**src/rtl/mem_arb_2p.sv**
```systemverilog
// Two-port arbiter for the 512x8 single-port RAM: port 0 has fixed priority, and a starvation counter forces port 1 through.
// Define MEM_ARB_ROUND_ROBIN_EN to arbitrate contention round-robin instead.
module mem_arb_2p #(
    parameter int AW        = 9,
    parameter int DW        = 8,
    parameter int MAX_BURST = 4
) (
    input  logic          i_clk,
    input  logic          i_rst,
    input  logic          i_p0_req,
    input  logic          i_p0_we,
    input  logic [AW-1:0] i_p0_addr,
    input  logic [DW-1:0] i_p0_wdata,
    output logic          o_p0_gnt,
    output logic          o_p0_rvalid,
    output logic [DW-1:0] o_p0_rdata,
    input  logic          i_p1_req,
    input  logic          i_p1_we,
    input  logic [AW-1:0] i_p1_addr,
    input  logic [DW-1:0] i_p1_wdata,
    output logic          o_p1_gnt,
    output logic          o_p1_rvalid,
    output logic [DW-1:0] o_p1_rdata,
    output logic [AW-1:0] o_mem_addr,
    output logic          o_mem_we,
    output logic [DW-1:0] o_mem_wdata,
    input  logic [DW-1:0] i_mem_rdata
);

    logic          p0_gnt;
    logic          p1_gnt;
    logic          pick_p1;
    logic [AW-1:0] held_addr;
    logic [1:0]    rd_owner;

`ifdef MEM_ARB_ROUND_ROBIN_EN
    logic last_gnt_p1;

    // Remember who won last so the other port wins the next contended cycle.
    always_ff @(posedge i_clk) begin
        if (i_rst)
            last_gnt_p1 <= 1'b1;
        else if (p0_gnt || p1_gnt)
            last_gnt_p1 <= p1_gnt;
    end

    assign pick_p1 = ~last_gnt_p1;
`else
    logic [3:0] starve_cnt;

    // Count port 0 wins while port 1 waits; when it reaches MAX_BURST, port 1 wins the next contended cycle.
    always_ff @(posedge i_clk) begin
        if (i_rst)
            starve_cnt <= 4'd0;
        else if (p1_gnt || !i_p1_req)
            starve_cnt <= 4'd0;
        else if (p0_gnt && starve_cnt != 4'(MAX_BURST))
            starve_cnt <= starve_cnt + 4'd1;
    end

    assign pick_p1 = (starve_cnt == 4'(MAX_BURST));
`endif

    assign p0_gnt   = ~i_rst & i_p0_req & ~(i_p1_req & pick_p1);
    assign p1_gnt   = ~i_rst & i_p1_req & ~(i_p0_req & ~pick_p1);
    assign o_p0_gnt = p0_gnt;
    assign o_p1_gnt = p1_gnt;

    always_comb begin
        o_mem_addr  = i_rst ? '0 : held_addr;
        o_mem_we    = 1'b0;
        o_mem_wdata = '0;
        if (p0_gnt) begin
            o_mem_addr  = i_p0_addr;
            o_mem_we    = i_p0_we;
            o_mem_wdata = i_p0_wdata;
        end else if (p1_gnt) begin
            o_mem_addr  = i_p1_addr;
            o_mem_we    = i_p1_we;
            o_mem_wdata = i_p1_wdata;
        end
    end

    always_ff @(posedge i_clk) begin
        if (i_rst)
            held_addr <= '0;
        else if (p0_gnt || p1_gnt)
            held_addr <= o_mem_addr;
    end

    // Track which port's read is coming back from the RAM next cycle.
    always_ff @(posedge i_clk) begin
        if (i_rst)
            rd_owner <= 2'b00;
        else
            rd_owner <= {p1_gnt & ~i_p1_we, p0_gnt & ~i_p0_we};
    end

    // Gating with reset drops a read that was still in flight when reset arrived.
    assign o_p0_rvalid = rd_owner[0] & ~i_rst;
    assign o_p1_rvalid = rd_owner[1] & ~i_rst;
    assign o_p0_rdata  = o_p0_rvalid ? i_mem_rdata : '0;
    assign o_p1_rdata  = o_p1_rvalid ? i_mem_rdata : '0;

endmodule

```
**config.mk**
```make
export PLATFORM = sky130hd
export DESIGN_NAME = mem_arb_2p
export DESIGN_NICKNAME = d
export VERILOG_FILES = /design/src/rtl/mem_arb_2p.sv
export SDC_FILE = /design/constraint.sdc
export NUM_CORES = 1
export LEC_CHECK = 0
export ABC_CLOCK_PERIOD_IN_PS = 3300
export BUFFER_PORTS_ARGS = -buffer_cell sky130_fd_sc_hd__buf_2
export CAP_MARGIN = 20
export CORE_MARGIN = 2
export CORE_UTILIZATION = 41
export CTS_CLUSTER_SIZE = 28
export DETAILED_ROUTE_END_ITERATION = 12
export PLACE_DENSITY = 0.94
export SYNTH_ARGS = -nofsm -noshare
export SYNTH_HDL_FRONTEND = slang
export SYNTH_SLANG_ARGS = --single-unit
```
**constraint.sdc**
```tcl
create_clock -name i_clk -period 3.3 [get_ports i_clk]
set_input_delay 0.66 -clock i_clk [delete_from_list [all_inputs] [get_ports i_clk]]
set_output_delay 0.66 -clock i_clk [all_outputs]
set_load 0.03 [all_outputs]
```
Word level (Yosys, flattened, before mapping) --
Index checks and enable logic that the tools add are counted.
Word-level totals: flip-flop bits (word level) 15, bits of input ports 48, output and inout port bits 38, logic and storage cells 36
Operators by class: $add $sub $neg 1, eq/ne operators 2, multiplexer cells 9, bitwise gates (word level) 16, reductions and logical operators 5
Operators by type and width (count):
- two-way mux 8 bit | 4
- two-way mux 9 bit | 3
- bitwise AND 1 bit | 10
- inverter 1 bit | 6
- adder 4 x 1 -> 4 bit (second input constant) | 1
- equality test 4 x 3 -> 1 bit (second input constant) | 1
- != test 4 x 3 -> 1 bit (second input constant) | 1
- logical OR 1 bit | 2
- two-way mux 1 bit | 2
- OR reduction 2 bit | 1
- logical AND 1 bit | 1
- logical NOT 1 bit | 1

Depth between registers and ports, before layout --
Gate-level depths: netlist of the first run.
depth after elaboration 7, mapped depth 7, depth with buffers taken out 6

Worst setup path before layout of the first run --
OpenSTA, ideal clock, no wires.
path kind input -> output, start in i_p1_req, end out o_mem_addr[1], arrival time 1.886 ns, required time 2.640 ns, slack 0.754 ns, cell stages on the path 5, path buffers 2, cell sequence and4b_1 > or2_1 > buf_6 > buf_2 > a31oi_1
Between the ends: word-level cells in the longest chain between the ends 4, elaborated cells on any way between the ends 7, those cells by class mux: 2; bitwise: 5
Ends and longest elaborated chain:
- from (decl) | line 17 | input logic i_p1_req,
- bitwise AND 1 bit (on tied branches) | line 65, 64
- bitwise AND 1 bit or inverter 1 bit (tied branches) | line 65, 64
- two-way mux 9 bit or bitwise AND 1 bit (tied branches) | line 77, 64
- two-way mux 9 bit * | line 73 | if (p0_gnt) begin
- to (decl) | line 24 | output logic [AW-1:0] o_mem_addr,
Mark *: on every way between the ends. The rest lies on a longest branch, timed or not.

Worst setup path after layout of the first run --
start reg starve_cnt[0], end out o_mem_we
Between the ends: word-level cells in the longest chain between the ends 7, elaborated cells on any way between the ends 10, those cells by class eq/ne: 1; mux: 2; bitwise: 7
Ends and longest elaborated chain:
- from (decl) | line 49 | logic [3:0] starve_cnt;
- from (signal assigned) | line 58 | starve_cnt <= starve_cnt + 4'd1;
- equality test 4 x 3 -> 1 bit * | line 61 | assign pick_p1 = (starve_cnt == 4'(MAX_BURST));
- inverter 1 bit | line 65 | assign p1_gnt = ~i_rst & i_p1_req & ~(i_p0_req & ~pick_p1);
- bitwise AND 1 bit | line 65
- inverter 1 bit | line 65
- bitwise AND 1 bit | line 65
- two-way mux 1 bit | line 77 | end else if (p1_gnt) begin
- two-way mux 1 bit * | line 73
- to (decl) | line 25 | output logic o_mem_we,
Marked as above.

==> impl_metrics.csv, run 1 <==
group,metric,value,unit
outcome,status,"finished clean",
sta,min_period_over_period,88.1,%
synth,synth_nets,180,
sta,slew_violations,0,
power,switching_share,34.7,%
hold_path,hp-class,"flop to flop",
global_route,grt_start_max_net_pins,21,
die,core,2410,sq um
routing,drc_errors,0,
sta,min_period,2.91,ns
synth,avgSynthCellArea,7.84,sq um
clock_network,cts_buffers,3,
final_layout,finish.instance_area,1480,sq um
final_layout,drive_above_1_share,44.3,%
die,row_count,18,
global_route,grt_use_total,20.6,%
power,leakagePower,0.793,nW
synth,yosys.area.top_type,"dfxtp_1",
worst_setup_path,worstSetupPathType,"flop to primary output",
routing,vias,1286,
clock_network,root_buffer,"clkbuf_4",
synth,async_flop_share,0,%
synth,synth_top_cell_area_share,29.4,%
placement,dpl_cell_area,1450,sq um
clock_network,cts_setup_buffers,0,
final_layout,diodes,0,
routing,wire_per_inst,12.2,microns
worst_setup_path,start_kind,"flop",
worst_setup_path,cp.arrival,2.25,ns
power,p_int,0.000297,W
clock_network,cts_tree,"built",
sta,fin_tns_setup,0,ns
synth,yosysWarnings,0,
routing,first_iter_violations,20,
synth,synth-edff-count,0,
power,clock_power_share,23.6,%
routing,firstDrtPassIters,6,
global_route,grt_pass1_wl,4.38,mm
final_layout,nets,263,
sta,max_freq,0.344,GHz
clock_network,htree_levels,1,
die,ioPinCount,86,
synth,synth_cells,130,
sta,fin_worst_skew,0.00500,ns
global_route,grt_overflow,0,
global_route,grt_pass1_vias,1079,
sta,hold_viol_final,0,
sta,worstMarginPinSlew,0.678,ns
clock_network,ctsResizeCount,0,
sta,setup_viol,0,
die,die_h,53.9,microns
power,seqPwrFrac,43.1,%
clock_network,cts_hold_buf,0,
power,peakVddDrop,0.000213,V
clock_network,clk_latency,0.29,ns
synth,yosysMostFrequentCell,"a31oi_1",
routing,drtAntennaViolNets,0,
final_layout,area_growth,44.9,%
routing,wirelength,2.96,mm
die,start_util,42.3,%
clock_network,path_clk_slew,0.09,ns
synth,yosysUniqueCellTypes,26,
sta,rsz0062_at_grt,"false",
global_route,antenna_found_initial,0,
job,max_cap_viol_count,0,
clock_network,cts.sinks,15,
power,p_switching,0.000158,W
synth,synth_commonest_cells,"18 x a31oi_1, 17 x and2_1, 15 x dfxtp_1, 13 x inv_1",
clock_network,clock_path_buffers,2,
synth,ys_seq_area_share,29.4,%
placement,dpl.hpwl,2.34,mm
placement,io_buffers,85,
power,powerDensity,308,nW/um^2
synth,ys_top_cells_by_area,"dfxtp_1 29%, a31oi_1 11%, and2_1 10%",
synth,ys.flop_type,"dfxtp_1",
synth,ys_ff_latch,15,
synth,synth_area,1020,sq um
placement,gp_congestion,0.766,
sta,worst_slew_margin_rel,54.8,%
worst_setup_path,crit_fanout,20,
die,die_area,2900,sq um
die,die_w,53.9,microns
worst_setup_path,cp.required,2.64,ns
routing,vias_per_cell,5.31,
power,power_frac_comb,33.2,%
worst_setup_path,end_kind,"primary output",
## metrics by stage
stage / cells / util, % / total power, W / setup slack (ns) / hold WS (ns)
2_1_floorplan: 130 / - / 0.000295 / 0.754 / 0.430
3_3_place_gp: 238 / 60.2 / 0.000347 / 0.535 / 0.442
3_5_place_dp: 238 / 60.2 / 0.000352 / 0.480 / 0.451
4_1_cts: 242 / 61.3 / 0.000457 / 0.385 / 0.472
5_1_grt: 242 / 61.3 / 0.000479 / 0.237 / 0.504
6_report: 242 / 61.3 / 0.000455 / 0.393 / 0.468
## worst max-delay path, stage by stage, from the launching register on
cell and delay [ns]:
dfxtp_1 0.38, inv_1 0.06, ha_1 0.20, and4b_1 0.19, or2_1 0.47, a2111oi_4 0.42
buf_2 0.25
## state kept, by name, summed over array words and instances (netlist names)
name        flops
starve_cnt      4
held_addr       9
rd_owner        2
## logic make-up after synthesis
group / share of synthesized area [%]
xor+xnor: 1.72
fa+ha+maj: 2.45
compound gates: 29.2
flops: 29.4
simple gates: 27.5
buf+inv: 9.69
## layer usage
layer	part of all wire, %	up-vias	track usage [%]
li1	-	624	-
met1	38	592	22.1
met2	52	62	38.2
met3	8.7	8	3.61
met4	1.3	0	10.3
met5	0	-	0
## layout make-up
| class | count | area [sq um] |
|---|---|---|
| fill | 225 | 932 |
| multi-input combinational | 92 | 621 |
| timing repair buffer | 87 | 440 |
| sequential | 15 | 300 |
| inverter | 14 | 52.6 |
| tap | 30 | 37.5 |
| clock buffer | 4 | 26.3 |
## cell usage in the layout (no fill, tap or decap)
cell type | Yosys | routed
xnor2_1 | 1 | 1
inv_2 | 1 | 1
a31oi_1 | 18 | 18
a211o_1 | 9 | 9
a2111oi_4 | 1 | 1
or2_1 | 1 | 1
nor3_1 | 9 | 9
nand2b_1 | 2 | 2
and4b_1 | 1 | 1
nand3b_1 | 1 | 1
nor2b_1 | 2 | 2
inv_1 | 13 | 13
nor3_2 | 1 | 1
and2_1 | 17 | 17
nand2_1 | 9 | 9
a21oi_2 | 1 | 1
buf_4 | 0 | 2
nand3_1 | 1 | 1
clkbuf_1 | 4 | 1
clkbuf_4 | 0 | 3
dfxtp_1 | 15 | 15
buf_2 | 4 | 85
xor2_1 | 1 | 1
nor2_1 | 6 | 6
a22o_1 | 8 | 8
nand4b_1 | 1 | 1
ha_1 | 2 | 2
## power groups by stage
stage | logic, W | clock network [W] | registers [W]
after floorplan | 0.0000955 | 0 | 0.000199
after global routing | 0.000163 | 0.000119 | 0.000197
after CTS | 0.000152 | 0.000109 | 0.000196
after detailed placement | 0.000151 | 0 | 0.000200
after global placement | 0.000147 | 0 | 0.000200
final | 0.000151 | 0.000108 | 0.000196
## final timing paths
| check | endpoint | slack (ns) | cells after the start | start |
|---|---|---|---|---|
| worst max-delay path | o_mem_we | 0.39 | 6 | starve_cnt[0]$_SDFFE_PP0P_ |
| worst min-delay path | starve_cnt[0]$_SDFFE_PP0P_ | 0.47 | 1 | starve_cnt[0]$_SDFFE_PP0P_ |
| worst max register to register | held_addr[5]$_SDFFE_PP0P_ | 1.66 | 5 | starve_cnt[0]$_SDFFE_PP0P_ |
| worst min register to register | starve_cnt[0]$_SDFFE_PP0P_ | 0.47 | 1 | starve_cnt[0]$_SDFFE_PP0P_ |
Note: power is estimated with default switching activity, not from simulation.
==> run 2: changes to the inputs <==
==> config.mk (replaced) <==
export PLATFORM = sky130hd
export DESIGN_NAME = mem_arb_2p
export DESIGN_NICKNAME = d
export VERILOG_FILES = /design/src/rtl/mem_arb_2p.sv
export SDC_FILE = /design/constraint.sdc
export NUM_CORES = 1
export LEC_CHECK = 0
export ABC_AREA = 1
export ABC_CLOCK_PERIOD_IN_PS = 3300
export BUFFER_PORTS_ARGS = -buffer_cell sky130_fd_sc_hd__buf_2
export CAP_MARGIN = 20
export CORE_UTILIZATION = 43
export CTS_CLUSTER_SIZE = 28
export DETAILED_ROUTE_END_ITERATION = 12
export PLACE_DENSITY = 0.95
export SYNTH_ARGS = -nofsm -noshare
export SYNTH_HDL_FRONTEND = slang
export SYNTH_SLANG_ARGS = --single-unit
==> impl_metrics.csv, run 2 <==
group,metric,value,unit
sta,rsz0062_at_grt,"false",
global_route,antenna_found_initial,0,
clock_network,ctsResizeCount,0,
sta,fin_tns_setup,0,ns
clock_network,cts_buffers,3,
final_layout,reg_top3,"held_addr (9), starve_cnt (4), rd_owner (2)",
synth,yosysWarnings,0,
die,ioPinCount,86,
sta,fin_ws,0.607,ns
synth,synth_cells,175,
sta,hold_viol_final,0,
job,max_cap_viol_count,0,
power,powerDensity,304,nW/um^2
global_route,grt_use_total,19.2,%
placement,io_buffers,85,
final_layout,largest_reg_flops,9,
worst_setup_path,cpMaxStageDelayCell,"dfxtp_1",
global_route,top_usage_layer,"met2",
synth,synth-edff-count,0,
global_route,grt_pass1_wl,4.02,mm
synth,yosysMostFrequentCell,"nand2_1",
hold_path,hp-class,"flop to flop",
placement,place_ws,0.837,ns
clock_network,cts.sinks,15,
sta,fin_worst_skew,0.00595,ns
worst_setup_path,reg2reg_from,"starve_cnt[0]$_SDFFE_PP0P_",
placement,gp_congestion,0.768,
die,die_area,2820,sq um
final_layout,area_growth,38.1,%
sta,worst_slew_margin_rel,76.7,%
synth,ys_seq_area_share,26.7,%
die,start_util,45.4,%
worst_setup_path,crit_path_start,"starve_cnt[0]$_SDFFE_PP0P_",
placement,placed_cells,286,
sta,min_period_over_period,81.6,%
worst_setup_path,cp.required,2.64,ns
placement,dpl.hpwl,2.18,mm
synth,async_flop_share,0,%
sta,worstMarginPinSlew,0.349,ns
worst_setup_path,worstReg2RegEnd,"held_addr[2]$_SDFFE_PP0P_",
synth,synth_nets,225,
synth,yosysUniqueCellTypes,18,
clock_network,cts_setup_buffers,0,
routing,drtAntennaViolNets,0,
routing,firstDrtPassIters,4,
power,leakagePower,1.04,nW
worst_setup_path,worstSetupPathType,"flop to primary output",
routing,vias,1273,
power,peakVddDrop,0.000279,V
final_layout,fin_cells,290,
routing,wire_per_inst,9.23,microns
final_layout,nets,311,
worst_setup_path,crit_fanout,11,
global_route,grtUsageMet2,36.3,%
synth,avgSynthCellArea,6.42,sq um
clock_network,root_buffer,"clkbuf_4",
clock_network,clock_path_buffers,2,
clock_network,path_clk_slew,0.10,ns
synth,synth_commonest_cells,"66 x nand2_1, 26 x inv_1, 23 x nor2_1, 15 x dfxtp_1, 11 x nand3_1",
die,row_count,18,
worst_setup_path,end_kind,"primary output",
clock_network,clk_latency,0.28,ns
worst_setup_path,reg2regPathDepth,8,
global_route,use_met1,21.3,%
final_layout,drive_above_1_share,43.5,%
final_layout,diodes,0,
power,p_total,0.000472,W
routing,drc_errors,0,
final_layout,final_common_cell,"buf_2",
worst_setup_path,ff2ff_setup_slack,1.80,ns
synth,synth_top_cell_area_share,26.7,%
global_route,grt_pass1_vias,1017,
final_layout,regMostFlops,"held_addr",
sta,setup_viol,0,
sta,min_period,2.69,ns
synth,ys_top_cells_by_area,"dfxtp_1 27%, nand2_1 22%, nand3_2 8.9%",
routing,vias_per_cell,4.39,
routing,wirelength,2.68,mm
die,die_h,53.1,microns
die,die_w,53.1,microns
synth,ys_ff_latch,15,
sta,whs,0.493,ns
synth,synth_area,1120,sq um
synth,yosys.area.top_type,"dfxtp_1",
global_route,grt_overflow,0,
clock_network,cts_tree,"built",
clock_network,htree_levels,1,
sta,max_freq,0.371,GHz
worst_setup_path,crit_path_end,"o_mem_wdata[1]",
die,core,2480,sq um
synth,ys.flop_type,"dfxtp_1",
worst_setup_path,cp.arrival,2.03,ns
global_route,grt_start_max_net_pins,20,
routing,first_iter_violations,19,
clock_network,cts_hold_buf,0,
worst_setup_path,max_stage_delay,0.39,ns
worst_setup_path,start_kind,"flop",
global_route,use_met3,2.59,%
sta,slew_violations,0,
worst_setup_path,crit_path_cell_trace,"inv_1, ha_1, nand3_2, nand2_4, nand2_4, clkinv_1, nand2_1, nand2_1, buf_2",
final_layout,layout_common_cells,"85 x buf_2, 66 x nand2_1, 26 x inv_1",
outcome,status,"finished clean",
[run 2: per-layer routing]
layer | vias to the layer above | part of all wire [%]
met5 | - | 0
met4 | 0 | 1.3
met3 | 4 | 5.8
met2 | 43 | 50
met1 | 536 | 43
li1 | 690 | -
[run 2: kinds of logic after synthesis]
family,after synthesis,synth area share [%]
flops,15,26.7
simple gates,123,53.9
buf+inv,33,15.6
xor+xnor,2,1.56
fa+ha+maj,2,2.23
[run 2: per-stage QoR]
| step | area, sq um | util [%] |
|---|---|---|
| final | 1550 | 62.6 |
| after floorplan | 1120 | - |
| after detailed placement | 1520 | 61.5 |
| after global placement | 1520 | 61.5 |
| after CTS | 1550 | 62.6 |
| after global routing | 1550 | 62.6 |
[run 2: worst min-delay path by stage]
stage	startpoint	to	slack (ns)	cells after the start
6_report	starve_cnt[0]$_SDFFE_PP0P_	starve_cnt[0]$_SDFFE_PP0P_	0.49	1
5_1_grt	starve_cnt[0]$_SDFFE_PP0P_	starve_cnt[0]$_SDFFE_PP0P_	0.51	1
4_1_cts	starve_cnt[0]$_SDFFE_PP0P_	starve_cnt[0]$_SDFFE_PP0P_	0.50	1
3_5_place_dp	starve_cnt[0]$_SDFFE_PP0P_	starve_cnt[0]$_SDFFE_PP0P_	0.48	1
3_3_place_gp	starve_cnt[0]$_SDFFE_PP0P_	starve_cnt[0]$_SDFFE_PP0P_	0.45	1
2_1_floorplan	starve_cnt[0]$_SDFFE_PP0P_	starve_cnt[0]$_SDFFE_PP0P_	0.43	1
[run 2: worst max-delay path: cells and delay by family, from the launching register on]
| kind | cells | cell delay [ns] |
|---|---|---|
| AND/OR/NAND/NOR | 5 | 0.62 |
| buffers and inverters | 3 | 0.52 |
| flip-flops | 1 | 0.39 |
| adder cells (fa/ha/maj) | 1 | 0.22 |
[run 2: power by group]
part / leakage [nW] / internal [W] / switching (W)
clock: 0.0177 / 0.0000450 / 0.0000610
combinational: 0.903 / 0.0000588 / 0.000109
sequential: 0.124 / 0.000194 / 0.00000370
[run 2: area by class of cell]
type / instances / area [sq um]
Clock buffer: 3 / 22.5
Sequential cell: 15 / 300
Inverter: 28 / 105
Timing Repair Buffer: 86 / 433
Multi-Input combinational cell: 127 / 648
Clock inverter: 1 / 5.00
Tap cell: 30 / 37.5
Fill cell: 254 / 926
